$ cat src/rtl/upcounter_ctl.sv
// Programmable up-counter with wrap/stop terminal compare; optional sticky ovf under UPCNT_OVF_EN.
// Latency: count/wrap/busy/done/ovf update one edge after inputs; tc is combinational on count.
// Backpressure: none; en=0 holds the count in RUN.
module upcounter_ctl #(
  parameter int WIDTH = 4
) (
  input  logic             clk,
  input  logic             rst,
  input  logic             start,
  input  logic             en,
  input  logic             clear,
  input  logic             load,
  input  logic [WIDTH-1:0] load_val,
  input  logic [WIDTH-1:0] term,
  input  logic             mode,
  output logic [WIDTH-1:0] count,
  output logic             tc,
  output logic             wrap,
  output logic             busy,
`ifdef UPCNT_OVF_EN
  output logic             done,
  output logic             ovf
`else
  output logic             done
`endif
);

  typedef enum logic [1:0] {
    ST_IDLE = 2'd0,
    ST_RUN  = 2'd1,
    ST_HALT = 2'd2
  } state_t;

  state_t           state_q, state_d;
  logic [WIDTH-1:0] count_q, count_d;
  logic             wrap_q, wrap_d;
  logic             at_term;
  logic             all_ones;

  assign at_term  = (count_q == term);
  assign all_ones = &count_q;

`ifdef UPCNT_OVF_EN
  logic ovf_q, ovf_d;
`endif

  always_comb begin
    state_d = state_q;
    count_d = count_q;
    wrap_d  = 1'b0;
`ifdef UPCNT_OVF_EN
    ovf_d   = ovf_q;
`endif
    if (clear) begin
      count_d = '0;
      state_d = ST_IDLE;
`ifdef UPCNT_OVF_EN
      ovf_d   = 1'b0;
`endif
    end else if (load) begin
      // Loading out of HALT re-arms the counter via IDLE.
      count_d = load_val;
      if (state_q == ST_HALT) state_d = ST_IDLE;
    end else begin
      unique case (state_q)
        ST_IDLE: begin
          if (start) state_d = ST_RUN;
        end
        ST_RUN: begin
          if (en) begin
            if (at_term) begin
              if (!mode) begin
                count_d = '0;
                wrap_d  = 1'b1;
`ifdef UPCNT_OVF_EN
                // A terminal wrap at all-ones is also a true rollover.
                if (all_ones) ovf_d = 1'b1;
`endif
              end else begin
                state_d = ST_HALT;
              end
            end else begin
              count_d = count_q + WIDTH'(1);
`ifdef UPCNT_OVF_EN
              if (all_ones) ovf_d = 1'b1;
`endif
            end
          end
        end
        ST_HALT: begin
          if (start) begin
            count_d = '0;
            state_d = ST_RUN;
          end
        end
        default: begin
          state_d = ST_IDLE;
        end
      endcase
    end
  end

  always_ff @(posedge clk) begin
    if (!rst) begin
      state_q <= ST_IDLE;
      count_q <= '0;
      wrap_q  <= 1'b0;
    end else begin
      state_q <= state_d;
      count_q <= count_d;
      wrap_q  <= wrap_d;
    end
  end

`ifdef UPCNT_OVF_EN
  always_ff @(posedge clk) begin
    if (!rst) ovf_q <= 1'b0;
    else      ovf_q <= ovf_d;
  end

  assign ovf = ovf_q;
`endif

  assign count = count_q;
  assign tc    = at_term;
  assign wrap  = wrap_q;
  assign busy  = (state_q == ST_RUN);
  assign done  = (state_q == ST_HALT);

endmodule
$ cat config.mk
export PLATFORM = sky130hd
export DESIGN_NAME = upcounter_ctl
export DESIGN_NICKNAME = d
export VERILOG_FILES = /design/src/rtl/upcounter_ctl.sv
export SDC_FILE = /design/constraint.sdc
export NUM_CORES = 1
export LEC_CHECK = 0
export CORE_AREA = 3 3 40 42
export CTS_CLUSTER_SIZE = 8
export DETAILED_ROUTE_END_ITERATION = 16
export DIE_AREA = 0 0 43 45
export GPL_TIMING_DRIVEN = 0
export PLACE_DENSITY = 0.72
export SLEW_MARGIN = 20
export SYNTH_ARGS = -nofsm -noshare
export SYNTH_HDL_FRONTEND = slang
export SYNTH_SLANG_ARGS = --single-unit
$ cat constraint.sdc
create_clock -name clk -period 1.72 [get_ports clk]
set_input_delay 0.344 -clock clk [delete_from_list [all_inputs] [get_ports clk]]
set_output_delay 0.344 -clock clk [all_outputs]
set_load 0.02 [all_outputs]
==> summary.md <==
| Metric | Value |
|---|---|
| Number of buffers added by the clock tree synthesis step | 3 |
| Measured slew at the worst slew-check pin | 0.403 ns |
| Proportion of netlist area held by the largest area contributor | between 20 and 30% |
| Worst hold path class | flop to flop |
| Critical path class | primary input to output pin |
| Flop pwr share | between 30% and 40% |
| Overflow left after global routing | 0 |
| Buffers added on ports | 22 |
| Part of the Yosys area used for sequential elements | a little under 30% |
| Register bit total from synthesis | 7 |
| Largest net degree at the start of global routing | 11 |
| Uppermost signal routing layer after detailed routing | met4 |
| First-pass GRT wire length | just over 2 mm |
| Die area | 1940 sq um |
| Initial Util | approximately 38% |
| Vias in the first global route | between 400 and 500 |
| Req. time, crit path | between 1 and 1.5 ns |
| Clock Root Buffer | clkbuf_4 |
| Synth cell types | 29 |
| Post-layout minimum cycle time | between 1.5 and 2 ns |
| Ratio of cells with drive above 1 in the final layout | approximately 34% |
| Main area contributors after synthesis | dfxtp_1 29%, xor2_1 7.3%, a21oi_1 5.2% |
| Post-synthesis to final-layout area growth | 76.9% |
| Commonest register cell after synthesis | dfxtp_1 |
| Final hold slack | slightly below 0.5 ns |
| Result of the run | complete, no violations |
| Number of maximum-capacitance violations | 0 |
| Count of inserted antenna diode cells | 0 |
| Maximum clock insertion buffer count | 2 |
| Post-synthesis net count | a little over 70 |
| Post-route fraction of the period consumed by the critical path | between 90% and 100% |
| Clock Sink Count | 7 |
| Crit path max fanout | 2 |
| Clock slew seen by the registers of the worst setup and hold paths | 0.05 ns |
| Number of instances in the synthesized netlist | 56 |
| Final Instance Area | about 850 sq um |
| CTS tree | yes |
| Achievable frequency | between 0.5 and 0.6 GHz |
| Hold bufs inserted after CTS | 0 |
| Worst slew margin | 73.1% |
| Part of the total power dissipated in combinational logic | between 20% and 30% |
| Max H-tree Level | 1 |
| Top cell type by total area after synthesis | dfxtp_1 |
| Number of failing hold endpoints at the final stage | 0 |
| Remaining antenna violation count after routing | 0 |
| Routed length per instance | ~13 microns |
| Synth async-reset ratio | 0% |
| Detailed route wirelength on metal2 | approximately 560 microns |
| Via total after detailed routing | roughly 550 |
| Count of warnings emitted by yosys | 0 |
| Critical path endpoint category | output pin |
| Internal power component | between 0.3 and 0.4 mW |
| Highest ir drop seen on vdd | between 0.4 and 0.5 mV |
| Clock network latency to the later pin of the worst-skew pair | 0.25 ns |
| Leading cell type by number of instances after synthesis | dfxtp_1 |
| Row cnt | 13 |
| DP Wirelength | just over 900 microns |
| Part of the total power dissipated in the clock network | about 34% |
| Power density relative to cell area | 522 nW/um^2 |
| Die X-Extent | around 43 microns |
| Wire length on met1 | just under 600 microns |
| Total standard cell area after synthesis | 483 sq um |
| Die extent in y | about 45 microns |
| Post-route DRC violation count | 0 |
| Area post-placement | 749 sq um |
| Switching Fraction | 27.6% |
| GRT Resource Usage Total | 13.9% |
| Final setup violation count | 0 |
| Minimum setup slack after placement | -0.890 ns |
| Average cell area after synthesis | approximately 8.6 sq um |
| Wirelength, routed | 1.30 mm |
| Startpoint types | primary input |
| Length of the first detailed-routing pass in iterations | 4 |
| Core region area | about 1300 sq um |
| Number of filler cells placed in the layout | around 100 |
| Post-synth top cells | 7 x dfxtp_1, 5 x a21oi_1, 5 x o21ai_0 |
| Max-slew violation total from the final report | 0 |
| Iter 0 DRT Violations | 7 |
| Final nets | 106 |
| Power spent charging and discharging nets | ~0.12 mW |
| WP data arrival | between 1 and 1.5 ns |
| Routed wl met3 | between 100 and 150 microns |
| Number of enable flip-flop cells after synthesis | 0 |
| Final weighted congestion in routability-driven placement | 0.705 |
| Antenna violations before repair | 0 |
| Top-level I/O count | 23 |
| Static leakage power | 0.334 nW |
| Setup skew after layout | slightly above 0.0003 ns |
| Average vias per placed instance | 5.31 |
| Setup slack of the critical path after layout | between 0.03 and 0.04 ns |
## layout make-up
class / instances / area, sq um / area share, %
inverter: 1 / 3.75 / 0.439
tap: 15 / 18.8 / 2.20
clock buffer: 4 / 26.3 / 3.07
timing repair buffer: 29 / 269 / 31.5
multi-input combinational: 47 / 373 / 43.6
buffer: 1 / 11.3 / 1.32
sequential: 7 / 153 / 17.9
## worst paths after layout
kind / startpoint / end / slack (ns) / depth (start not counted)
worst max-delay path: term[2] / tc / 0.04 / 4
worst min-delay path: count[3] / count[3] / 0.49 / 2
worst max register to register: count[1] / count[3] / 0.08 / 8
worst min register to register: count[3] / count[3] / 0.49 / 2
## what timing repair did
item	CTS	global route
setup endpoints to repair	8	7
buffers inserted	5	2
pin swaps	2	4
gates resized for setup	15	6
## power groups by stage
| stage | sequential, mW | clock (mW) | combinational (mW) |
|---|---|---|---|
| 5_1_grt | 0.172 | 0.162 | 0.132 |
| 3_3_place_gp | 0.175 | 0 | 0.109 |
| 3_5_place_dp | 0.175 | 0 | 0.110 |
| 4_1_cts | 0.172 | 0.158 | 0.117 |
| 2_1_floorplan | 0.178 | 0 | 0.0509 |
| 6_report | 0.171 | 0.152 | 0.123 |
## state kept, by name, indices dropped and copies added (netlist names)
signal and cells:
wrap 1, count 4, state_q 2
## cells in the final DEF, fill, tap and decap left out, drive strengths merged, types with 3 or more instances in the layout
| cell | count |
|---|---|
| buf | 9 |
| clkbuf | 4 |
| xor2 | 4 |
| a21oi | 5 |
| nand2 | 4 |
| o21ai | 7 |
| clkdlybuf4s50 | 15 |
| nand3 | 3 |
| dlygate4sd2 | 5 |
| dfxtp | 7 |
## kinds of logic after synthesis
kind of cell | synth area share (%)
adder cells (fa/ha/maj) | 2.59
flip-flops | 29.0
AO/OA/AOI/OAI | 26.2
XOR/XNOR | 7.25
AND/OR/NAND/NOR | 31.9
buffers and inverters | 3.11
## worst max-delay path: stages
cell	delay, ns
dlygate4sd2_1	0.26
xor2_2	0.19
nor4_4	0.32
buf_2	0.22
## routing by layer
| metal | track usage [%] | vias up |
|---|---|---|
| met5 | 0 | - |
| met4 | 7.23 | 0 |
| met3 | 4.38 | 2 |
| met2 | 23.7 | 29 |
| met1 | 15.7 | 248 |
| li1 | - | 273 |
## metrics by stage
| step | instances | utilization [%] | total power [mW] | TNS [ns] |
|---|---|---|---|---|
| 2_1_floorplan | 56 | - | 0.229 | -0.0139 |
| 3_3_place_gp | 93 | 58.3 | 0.284 | -3.46 |
| 3_5_place_dp | 93 | 58.3 | 0.285 | -3.49 |
| 4_1_cts | 102 | 64.2 | 0.447 | 0 |
| 5_1_grt | 104 | 66.5 | 0.466 | -0.00305 |
| 6_report | 104 | 66.5 | 0.446 | 0 |
(Power assumes the default switching activity.)
